<file path="src/rtl/md_issue_if.sv">
// Handshake bundle between the E-stage, the md_issue controller and the multiply/divide unit.
// The slave modport is the controller; the master modport is the pipeline/unit side.
interface md_issue_if;
  logic        req_valid;
  logic [2:0]  req_op;
  logic [1:0]  req_wsrc;
  logic        req_rd;
  logic [31:0] rs_val;
  logic [31:0] rt_val;
  logic        md_busy;
  logic        Start;
  logic [2:0]  opsrc;
  logic [1:0]  wsrc;
  logic [31:0] D1;
  logic [31:0] D2;
  logic        stall;
  logic        illegal_op;

  modport master (
    output req_valid, req_op, req_wsrc, req_rd, rs_val, rt_val, md_busy,
    input  Start, opsrc, wsrc, D1, D2, stall, illegal_op
  );

  modport slave (
    input  req_valid, req_op, req_wsrc, req_rd, rs_val, rt_val, md_busy,
    output Start, opsrc, wsrc, D1, D2, stall, illegal_op
  );
endinterface

</file>
<file path="src/rtl/md_issue.sv">
// Issue controller for the multiply/divide unit: accepts E-stage mult/div/mthi/mtlo, stalls the pipe.
// Optional feature macro: MD_MADD_EN (accept req_op=5 as madd).
//
// Handshake: a request is taken in IDLE when req_valid=1, the encoding is legal and md_busy=0;
// stall stays high while a touching request cannot be taken, and the requester holds its inputs.
module md_issue (
  input  logic       Clk,
  input  logic       Reset,
  md_issue_if.slave  bus,
  output logic [1:0] state
);

`ifdef MD_MADD_EN
  localparam bit MADD_EN = 1'b1;
`else
  localparam bit MADD_EN = 1'b0;
`endif

  typedef enum logic [1:0] {IDLE = 2'd0, ISSUE = 2'd1, WAIT = 2'd2, WRITE = 2'd3} state_t;

  state_t      st;
  logic        start_q;
  logic [2:0]  opsrc_q;
  logic [1:0]  wsrc_q;
  logic [31:0] d1_q;
  logic [31:0] d2_q;
  logic        illegal_q;

  logic op_ok;
  logic touch;
  logic in_idle;
  logic accept_op;
  logic accept_wr;
  logic reject;
  logic flag;

  always_comb begin
    op_ok = 1'b0;
    case (bus.req_op)
      3'd1, 3'd2, 3'd3, 3'd4: op_ok = 1'b1;
      3'd5:                   op_ok = MADD_EN;
      default:                op_ok = 1'b0;
    endcase
    touch     = (bus.req_op != 3'd0) || (bus.req_wsrc != 2'd0) || bus.req_rd;
    in_idle   = (st == IDLE);
    accept_op = in_idle && bus.req_valid && op_ok && !bus.md_busy;
    accept_wr = in_idle && bus.req_valid && (bus.req_op == 3'd0) &&
                ((bus.req_wsrc == 2'd1) || (bus.req_wsrc == 2'd2)) && !bus.md_busy;
    // A rejected encoding never freezes the pipe; an op+wsrc collision is flagged but op still issues.
    reject    = ((bus.req_op != 3'd0) && !op_ok) ||
                ((bus.req_op == 3'd0) && (bus.req_wsrc == 2'd3));
    flag      = in_idle && bus.req_valid &&
                (reject || ((bus.req_op != 3'd0) && (bus.req_wsrc != 2'd0)));
  end

  assign bus.stall = bus.req_valid && touch &&
                     (!in_idle || (bus.md_busy && !reject) || accept_op || accept_wr);

  always_ff @(posedge Clk) begin
    if (Reset) begin
      st        <= IDLE;
      start_q   <= 1'b0;
      opsrc_q   <= 3'd0;
      wsrc_q    <= 2'd0;
      d1_q      <= 32'd0;
      d2_q      <= 32'd0;
      illegal_q <= 1'b0;
    end else begin
      start_q   <= accept_op;
      wsrc_q    <= accept_wr ? bus.req_wsrc : 2'd0;
      illegal_q <= flag;
      if (accept_op) begin
        opsrc_q <= bus.req_op;
        d1_q    <= bus.rs_val;
        d2_q    <= bus.rt_val;
      end else if (accept_wr) begin
        d1_q    <= bus.rs_val;
      end
      case (st)
        IDLE: begin
          if (accept_op)      st <= ISSUE;
          else if (accept_wr) st <= WRITE;
        end
        ISSUE:   st <= WAIT;
        WAIT:    if (!bus.md_busy) st <= IDLE;
        WRITE:   st <= IDLE;
        default: st <= IDLE;
      endcase
    end
  end

  assign bus.Start      = start_q;
  assign bus.opsrc      = opsrc_q;
  assign bus.wsrc       = wsrc_q;
  assign bus.D1         = d1_q;
  assign bus.D2         = d2_q;
  assign bus.illegal_op = illegal_q;
  assign state          = st;

endmodule

</file>
<file path="src/flat_wrapper.sv">
// flat-port wrapper written by rule: the top's interface ports become plain ports
module md_issue_flat 
  (Clk, Reset, state, bus_req_valid, bus_req_op, bus_req_wsrc, bus_req_rd, bus_rs_val, bus_rt_val, bus_md_busy, bus_Start, bus_opsrc, bus_wsrc, bus_D1, bus_D2, bus_stall, bus_illegal_op);
  md_issue_if bus_i ();
  input  logic Clk;
  input  logic Reset;
  output logic [1:0] state;
  input wire logic [$bits(bus_i.req_valid)-1:0] bus_req_valid;
  input wire logic [$bits(bus_i.req_op)-1:0] bus_req_op;
  input wire logic [$bits(bus_i.req_wsrc)-1:0] bus_req_wsrc;
  input wire logic [$bits(bus_i.req_rd)-1:0] bus_req_rd;
  input wire logic [$bits(bus_i.rs_val)-1:0] bus_rs_val;
  input wire logic [$bits(bus_i.rt_val)-1:0] bus_rt_val;
  input wire logic [$bits(bus_i.md_busy)-1:0] bus_md_busy;
  output wire logic [$bits(bus_i.Start)-1:0] bus_Start;
  output wire logic [$bits(bus_i.opsrc)-1:0] bus_opsrc;
  output wire logic [$bits(bus_i.wsrc)-1:0] bus_wsrc;
  output wire logic [$bits(bus_i.D1)-1:0] bus_D1;
  output wire logic [$bits(bus_i.D2)-1:0] bus_D2;
  output wire logic [$bits(bus_i.stall)-1:0] bus_stall;
  output wire logic [$bits(bus_i.illegal_op)-1:0] bus_illegal_op;
  assign bus_i.req_valid = bus_req_valid;
  assign bus_i.req_op = bus_req_op;
  assign bus_i.req_wsrc = bus_req_wsrc;
  assign bus_i.req_rd = bus_req_rd;
  assign bus_i.rs_val = bus_rs_val;
  assign bus_i.rt_val = bus_rt_val;
  assign bus_i.md_busy = bus_md_busy;
  assign bus_Start = bus_i.Start;
  assign bus_opsrc = bus_i.opsrc;
  assign bus_wsrc = bus_i.wsrc;
  assign bus_D1 = bus_i.D1;
  assign bus_D2 = bus_i.D2;
  assign bus_stall = bus_i.stall;
  assign bus_illegal_op = bus_i.illegal_op;
  md_issue u_core (.Clk(Clk), .Reset(Reset), .bus(bus_i), .state(state));
endmodule
</file>
<file path="config.mk">
export PLATFORM = sky130hd
export DESIGN_NAME = md_issue_flat
export DESIGN_NICKNAME = d
export VERILOG_FILES = /design/src/rtl/md_issue_if.sv /design/src/rtl/md_issue.sv /design/src/flat_wrapper.sv
export SDC_FILE = /design/constraint.sdc
export NUM_CORES = 1
export LEC_CHECK = 0
export BUFFER_PORTS_ARGS = -buffer_cell sky130_fd_sc_hd__buf_2
export CORE_AREA = 2 2 80 82
export DETAILED_ROUTE_END_ITERATION = 7
export DIE_AREA = 0 0 82 84
export GPL_ROUTABILITY_DRIVEN = 1
export PLACE_DENSITY_LB_ADDON = 0.2
export SLEW_MARGIN = 30
export SYNTH_ARGS = -nofsm -noshare
export SYNTH_HDL_FRONTEND = slang
export SYNTH_SLANG_ARGS = --single-unit
</file>
<file path="constraint.sdc">
create_clock -name Clk -period 8.6 [get_ports Clk]
set_input_delay 2.58 -clock Clk [delete_from_list [all_inputs] [get_ports Clk]]
set_output_delay 2.58 -clock Clk [all_outputs]
set_load 0.02 [all_outputs]
</file>
Word-level counts from Yosys, hierarchy flattened
Cells that the tools add are included.
- word-level logic and storage cells: 60
- flip-flop bits (word level): 73
- output and inout port bits: 74
- mux-type cells: 7
- reduce and logical (&&, ||, !) cells: 33
- equality and inequality tests: 12
- bitwise logic cells: 1
- operators by type and width (operator ; number):
    32-bit 2-to-1 mux ; 2
    1-bit logical AND ; 13
    2-bit equality test (second input constant) ; 4
    1-bit logical OR ; 8
    2-bit case mux with 4 select lines ; 1
    3-bit by 2-bit equality test with 1-bit output (second input constant) ; 2
    2-bit 2-to-1 mux ; 3
    2-bit by 1-bit equality test with 1-bit output (second input constant) ; 2
    1-bit logical NOT ; 4
    2-bit nonzero test ; 2
    4-bit OR reduction ; 1
    3-bit by 1-bit equality test with 1-bit output (second input constant) ; 1
    3-bit equality test (second input constant) ; 1
    3-bit logical NOT ; 1
    3-bit inequality test (second input constant) ; 1
    3-bit nonzero test ; 1
    2-bit logical NOT ; 1
    2-bit inequality test (second input constant) ; 1
    2-bit AND reduction ; 1
    2-bit OR reduction ; 1
    1-bit 2-to-1 mux ; 1
    1-bit NOT ; 1

Depth between registers and ports, before layout
Gate-level depths: netlist of the first run.
- depth in word-level cells: 12
- gate-level depth with buffers: 8

Worst setup path after synthesis of the first run
OpenSTA, ideal clock, no wires.
- path kind: input -> output
- from: in bus_md_busy
- to: out bus_stall
- slack: 1880 ps
- stages: 5
- arrival time: 4140 ps
- data required time: 6020 ps
- buffers on the path: 1
- cell sequence: or4b_1 -> buf_6 -> nor3_4 -> a31oi_1 -> a221oi_1
- longest elaborated chain between the ends: 5
- elaborated cells between the ends (all ways): 8
- those cells by class: reduce/logical: 8
- ends and longest elaborated chain (what ; RTL line ; text):
    start: declaration ; flat_wrapper.sv:14 ; input wire logic [$bits(bus_i.md_busy)-1:0] bus_md_busy;
    1-bit logical AND or 1-bit logical NOT (tied branches) ; md_issue.sv:57, md_issue.sv:46, md_issue.sv:48 ;
    1-bit logical OR or 1-bit logical AND (tied branches) ; md_issue.sv:57, md_issue.sv:46 ;
    1-bit logical OR ; md_issue.sv:57 ; (!in_idle || (bus.md_busy && !reject) || accept_op || accept_wr);
    1-bit logical OR (*) ; md_issue.sv:57 ;
    1-bit logical AND (*) ; md_issue.sv:56 ; assign bus.stall = bus.req_valid && touch &&
    end: declaration ; flat_wrapper.sv:20 ; output wire logic [$bits(bus_i.stall)-1:0] bus_stall;
Mark *: on every way between the ends. The rest lies on a longest branch, timed or not.

Final worst setup path of the first run
Same ends and word-level chain as after synthesis.

==> results of run 1 <==
==> final cells by class <==
class	count	area [µm²]	share of cell area (%)
Inverter	3	11.3	0.311
Timing Repair Buffer	151	773	21.4
Multi-Input combinational cell	233	1080	29.9
Tap cell	77	96.3	2.66
Clock buffer	10	128	3.53
Clock inverter	6	67.6	1.87
Sequential cell	73	1460	40.4
==> state kept, by name (all words and copies together) (netlist names) <==
name                   flops
u_core.bus.opsrc           3
u_core.bus.wsrc            2
u_core.bus.Start           1
u_core.state               2
u_core.bus.illegal_op      1
u_core.bus.D1             32
u_core.bus.D2             32
==> cells in the final DEF (no fill, tap or decap), drive strengths merged, types with 2 or more instances in the layout <==
cell type	Yosys	final
clkinv	0	2
nand2	133	133
inv	3	4
buf	16	151
clkbuf	9	10
nor4	3	3
a21oi	68	68
dfxtp	73	73
or3	3	3
o21ai	4	4
nor2	5	5
a221oi	2	2
clkinvlp	0	2
nor3	4	4
ha	2	2
==> worst min-delay path: cells and delay by family, from the launching register on <==
family             cells  cell delay, ns
DFF                    1            0.31
and+or+nand+nor        1            0.05
AOI/OAI and AO/OA      1            0.05
==> metal layers <==
layer	global-route usage [%]	wire length, µm
met2	32.7	3200
met3	5.84	486
met4	7.73	124
met5	0	0
met1	22.2	2780
==> power breakdown <==
group	internal (mW)	total (mW)	switching (mW)	leakage, nW
sequential	0.351	0.357	0.00590	0.593
clock	0.135	0.263	0.128	0.0929
combinational	0.0341	0.0897	0.0555	0.976
==> cell families after synthesis <==
family	synth area share, %
buf+inv	6.45
compound gates	14.7
simple gates	24.1
fa+ha+maj	0.922
flops	53.8
==> stage by stage <==
step / cell area (µm²) / setup slack, ns / hold slack (ns) / instances
floorplan: 2720 / 1.88 / 0.533 / 334
global placement: 3400 / 1.51 / 0.439 / 535
detailed placement: 3420 / 1.49 / 0.444 / 537
CTS: 3620 / 1.48 / 0.455 / 553
global route: 3620 / 1.35 / 0.470 / 553
finish: 3620 / 1.50 / 0.451 / 553
==> how the worst max path moves through the flow <==
stage	startpoint	end	slack [ns]	cells after the start
floorplan	bus_md_busy	bus_stall	1.88	5
global placement	bus_md_busy	bus_stall	1.51	7
detailed placement	bus_md_busy	bus_stall	1.49	7
CTS	bus_md_busy	bus_stall	1.48	7
global route	bus_md_busy	bus_stall	1.35	7
finish	bus_md_busy	bus_stall	1.50	7
==> run metrics, run 1 <==
outcome finished clean; WL final 6590 µm; Congestion Overflow GR 0; flops & latches, synth 73; initial antenna violation count 0; core area 6100 µm²; Starting Density 44.5%; fin. max-slew vios 0; Slew HR 50.2%; Vias/cell 4.67; drt pass-1 iters 4; Die Ht 84 µm; slowest library cell on the worst path or4b_1; # rows 29; Fmax 141 MHz; Yosys warning total 0; Die Footprint 6890 µm²; Root Buffer Master clkbuf_8; worst-case clock buffer depth 2; CP Launch Type input port; worst skew pair latency 0.33 ns; largest net degree at the start of global routing 73; CP required 6.02 ns; via count 2585; Synthesized Nets 410; Final min period 7.10 ns; Worst-Margin Slew 0.747 ns; FFs w/ async S/R, synth 0%; Wirelength per Cell 11.9 µm; most used cell, CP buf_2; element type at the critical path end primary output; share of cells above drive strength 1 36.1%; pwr/cell area 196 nW/µm²; io pins 148; # setup viols final 0; global-route wire length before repair 10400 µm; crit share post-route 82.6%; Iter 0 DRT Violations 108; Post-CTS Resized 0; Hold Path Sink u_core.bus.D1[27]; NumNets Final 547; critical path's largest stage delay 0.67 ns; ANT nets after route 0; Seq/Total Area, Yosys 53.8%; Port-buffer cells 147; main flop type after synthesis dfxtp_1; Peak VDD IR 0.128 mV; crit path max fanout 33; area share of the largest cell type after synthesis 53.8%; area growth from synthesis to layout 33.3%; distinct cell type count after synthesis 26; Worst Path Buf+Inv 3; top area cells in the synthesized netlist dfxtp_1 (54%), nand2_1 (18%), a21oi_1 (13%); Ant. Diodes 0; hold path cells 2; cell accounting for the most synthesized area dfxtp_1; Fin Setup TNS 0 ns; DRC Markers 0; count leader, synth nand2_1; FF-to-FF setup slack 6.26 ns; end-of-flow core utilization 59.4%; Post-synth EDFFs 0; vias in the first global route 2364; CTS tree done; Post-CTS Hold Buffers 0; hold_sp u_core.bus.D1[27]; synthesized area 2720 µm²; Final HPWL DP 4590 µm; RR Endpoint u_core.bus.D2[16]; clk sinks 73; Pwr Total 0.709 mW; Worst EP arrival 4.52 ns; Worst Clk Skew 0.00902 ns; htree depth 3; crit-path leading delay family simple AND/OR/NAND/NOR gates; Num CTS Buffers 9; crit path cell chain buf_2, or4b_1, nor3_4, buf_4, a31oi_1, a221oi_1, buf_2; Worst Reg-to-Reg Cells 4; post-CTS setup buffers 0; RSZ-0062 raised after global routing no; Avg Cell Area, Syn 8.13 µm²; fill count 606; Clk pin slew, worst setup/hold paths 0.07 ns; Chip Width 82 µm; max cap viols 0; Leak 1.66 nW; top post-synthesis cells by count nand2_1 (133), dfxtp_1 (73), a21oi_1 (68); Critical Setup Path Class in2out; final hold violation count 0; total global-route track usage 19.3%; RD Place Congestion 0.803; Syn Inst Count 334; Hold Path Class reg2reg; Reg-to-Reg Start u_core.state[1]
Power figures use the tool's default switching activity.
==> inputs of run 2 (changes only) <==
- CORE_AREA: 2 2 80 82 -> 2 2 86 88
- DIE_AREA: 0 0 82 84 -> 0 0 88 90
- clock period: 8.6 -> 6.5 ns (I/O delays scaled with it)
==> run 2 against run 1 <==
Via count grew 1.1%. Clock skew grew 0.0033 ns. Clock power grew 49%. Combinational power grew 33%. Critical endpoint unchanged. Flip-flop and latch count is the same.
==> run metrics, run 2 (synthesis gave the netlist of run 1 again) <==
outcome finished clean (unchanged); post-route cell area 3660 µm² (was 3620 µm²); WL final 6890 µm (was 6590 µm); NumNets Final 546 (was 547); Num CTS Buffers 9 (unchanged); Final min period 5.58 ns; Worst Clk Skew 0.0123 ns (was 0.00902 ns); area post-placement 3440 µm² (was 3420 µm²); Die Footprint 7920 µm² (was 6890 µm²); most used cell, CP buf_2 (unchanged); Peak VDD IR 0.112 mV (was 0.128 mV); Starting Density 38.7% (was 44.5%); Clk pin slew, worst setup/hold paths 0.07 ns (about the same); core area 7020 µm² (was 6100 µm²); fill count 687 (was 606); Vias/cell 4.55 (was 4.67); DRC Markers 0 (unchanged); Root Buffer Master clkbuf_8 (unchanged); Worst-Margin Slew 0.752 ns (was 0.747 ns); largest net degree at the start of global routing 73 (unchanged); crit share post-route 85.8%; Reg-to-Reg Start u_core.state[1] (unchanged); Fmax 179 MHz; RD Place Congestion 0.735 (was 0.803); Pwr Total 0.984 mW (was 0.709 mW); drt pass-1 iters 4 (unchanged); crit-path leading delay family simple AND/OR/NAND/NOR gates (unchanged); Hold Path Class reg2reg (unchanged); Crit. Startpoint bus_md_busy (unchanged); crit path cell chain buf_2, or4b_1, nor3_4, a31oi_1, a221oi_1, buf_2 (was buf_2, or4b_1, nor3_4, buf_4, a31oi_1, a221oi_1, buf_2); worst hold slack 0.451 ns (about the same); pwr/cell area 269 nW/µm² (was 196 nW/µm²); worst-case clock buffer depth 2 (unchanged); Post-CTS Resized 0 (unchanged); global-route wire length before repair 11100 µm (was 10400 µm); share of cells above drive strength 1 36.0% (was 36.1%); worst setup margin 0.924 ns (was 1.50 ns); htree depth 3 (unchanged); FF+latch area 1460 µm² (unchanged); hold_sp u_core.bus.D2[30] (was u_core.bus.D1[27]); Final HPWL DP 4690 µm (was 4590 µm); area growth from synthesis to layout 34.8% (was 33.3%); most frequent cells in the layout buf_2 (147), nand2_1 (133), dfxtp_1 (73) (unchanged); fin. max-slew vios 0 (unchanged); max cap viols 0 (unchanged); Worst Path Buf+Inv 2 (was 3); commonest non-fill, non-tap cell in the layout buf_2 (unchanged); total global-route track usage 17.9% (was 19.3%); CP required 4.55 ns (was 6.02 ns); crit path max fanout 9 (was 33); Wirelength per Cell 12.0 µm (was 11.9 µm); Leak 1.68 nW (was 1.66 nW); CP Launch Type input port (unchanged); via count 2614 (was 2585); Iter 0 DRT Violations 129 (was 108); # rows 31 (was 29); clk sinks 73 (unchanged); dpl ws 0.896 ns (was 1.49 ns); post-CTS setup buffers 0 (unchanged); vias in the first global route 2417 (was 2364); Chip Width 88 µm (was 82 µm); io pins 148 (unchanged); element type at the critical path end primary output (unchanged); Post-CTS Hold Buffers 0 (unchanged); worst skew pair latency 0.35 ns (was 0.33 ns); Worst EP arrival 3.63 ns (was 4.52 ns); ANT nets after route 0 (unchanged); Port-buffer cells 147 (unchanged); Fin Setup TNS 0 ns (unchanged); footprint of the multi-input gates 1080 µm² (unchanged); slowest library cell on the worst path or4b_1 (unchanged); # setup viols final 0 (unchanged); Ant. Diodes 0 (unchanged); critical path's largest stage delay 0.67 ns (about the same); final hold violation count 0 (unchanged); Die Ht 90 µm (was 84 µm); Slew HR 49.9% (was 50.2%); RSZ-0062 raised after global routing no (unchanged); initial antenna violation count 0 (unchanged); Congestion Overflow GR 0 (unchanged); CTS tree done (unchanged); Critical Setup Path Class in2out (unchanged)
run 2: cell count changes in the layout (fill, tap and decap cells not counted):
cell / change
buf_6: -1
bufinv_16: +1
clkbuf_8: +1
clkinv_2: +1
clkinvlp_4: -2
inv_6: -1
run 2: worst paths after layout:
| check | to | slack, ns | cells past startpoint |
|---|---|---|---|
| max | bus_stall | 0.92 | 6 |
| min | u_core.bus.D2[30] | 0.45 | 2 |
| max reg2reg | u_core.bus.D2[8] | 4.15 | 4 |
| min reg2reg | u_core.bus.D2[30] | 0.45 | 2 |
run 2: cell type report:
| cell class | count | share of cell area, % |
|---|---|---|
| clock buffer | 11 | 3.86 |
| clock inverter | 5 | 2.15 |
| inverter | 3 | 0.308 |
| timing repair buffer | 150 | 20.8 |
| multi-input combinational | 233 | 29.5 |
| tap | 99 | 3.38 |
| sequential | 73 | 39.9 |
run 2: metrics by stage:
stage               cells  util, %
finish                574     52.1
global route          574     52.1
CTS                   574     52.1
detailed placement    558     49.0
global placement      557     48.8
floorplan             334        -
run 2: metal layers:
metal	vias up	global-route usage [%]	wire [µm]
met5	-	0	0
met4	0	6.67	121
met3	10	6.52	504
met2	74	28.9	3230
met1	1175	21.4	3040
li1	1355	-	-
run 2: worst reg2reg max path, stage by stage, from the launching register on:
cell	delay [ns]
dfxtp_1	0.34
or4b_1	0.73
or3_2	0.85
nand2_1	0.18
a21oi_1	0.08
run 2: where the power goes:
group / internal, mW / leakage (nW) / switching (mW)
clock: 0.226 / 0.113 / 0.166
sequential: 0.465 / 0.593 / 0.00789
combinational: 0.0446 / 0.969 / 0.0743
total: 0.735 / 1.68 / 0.249
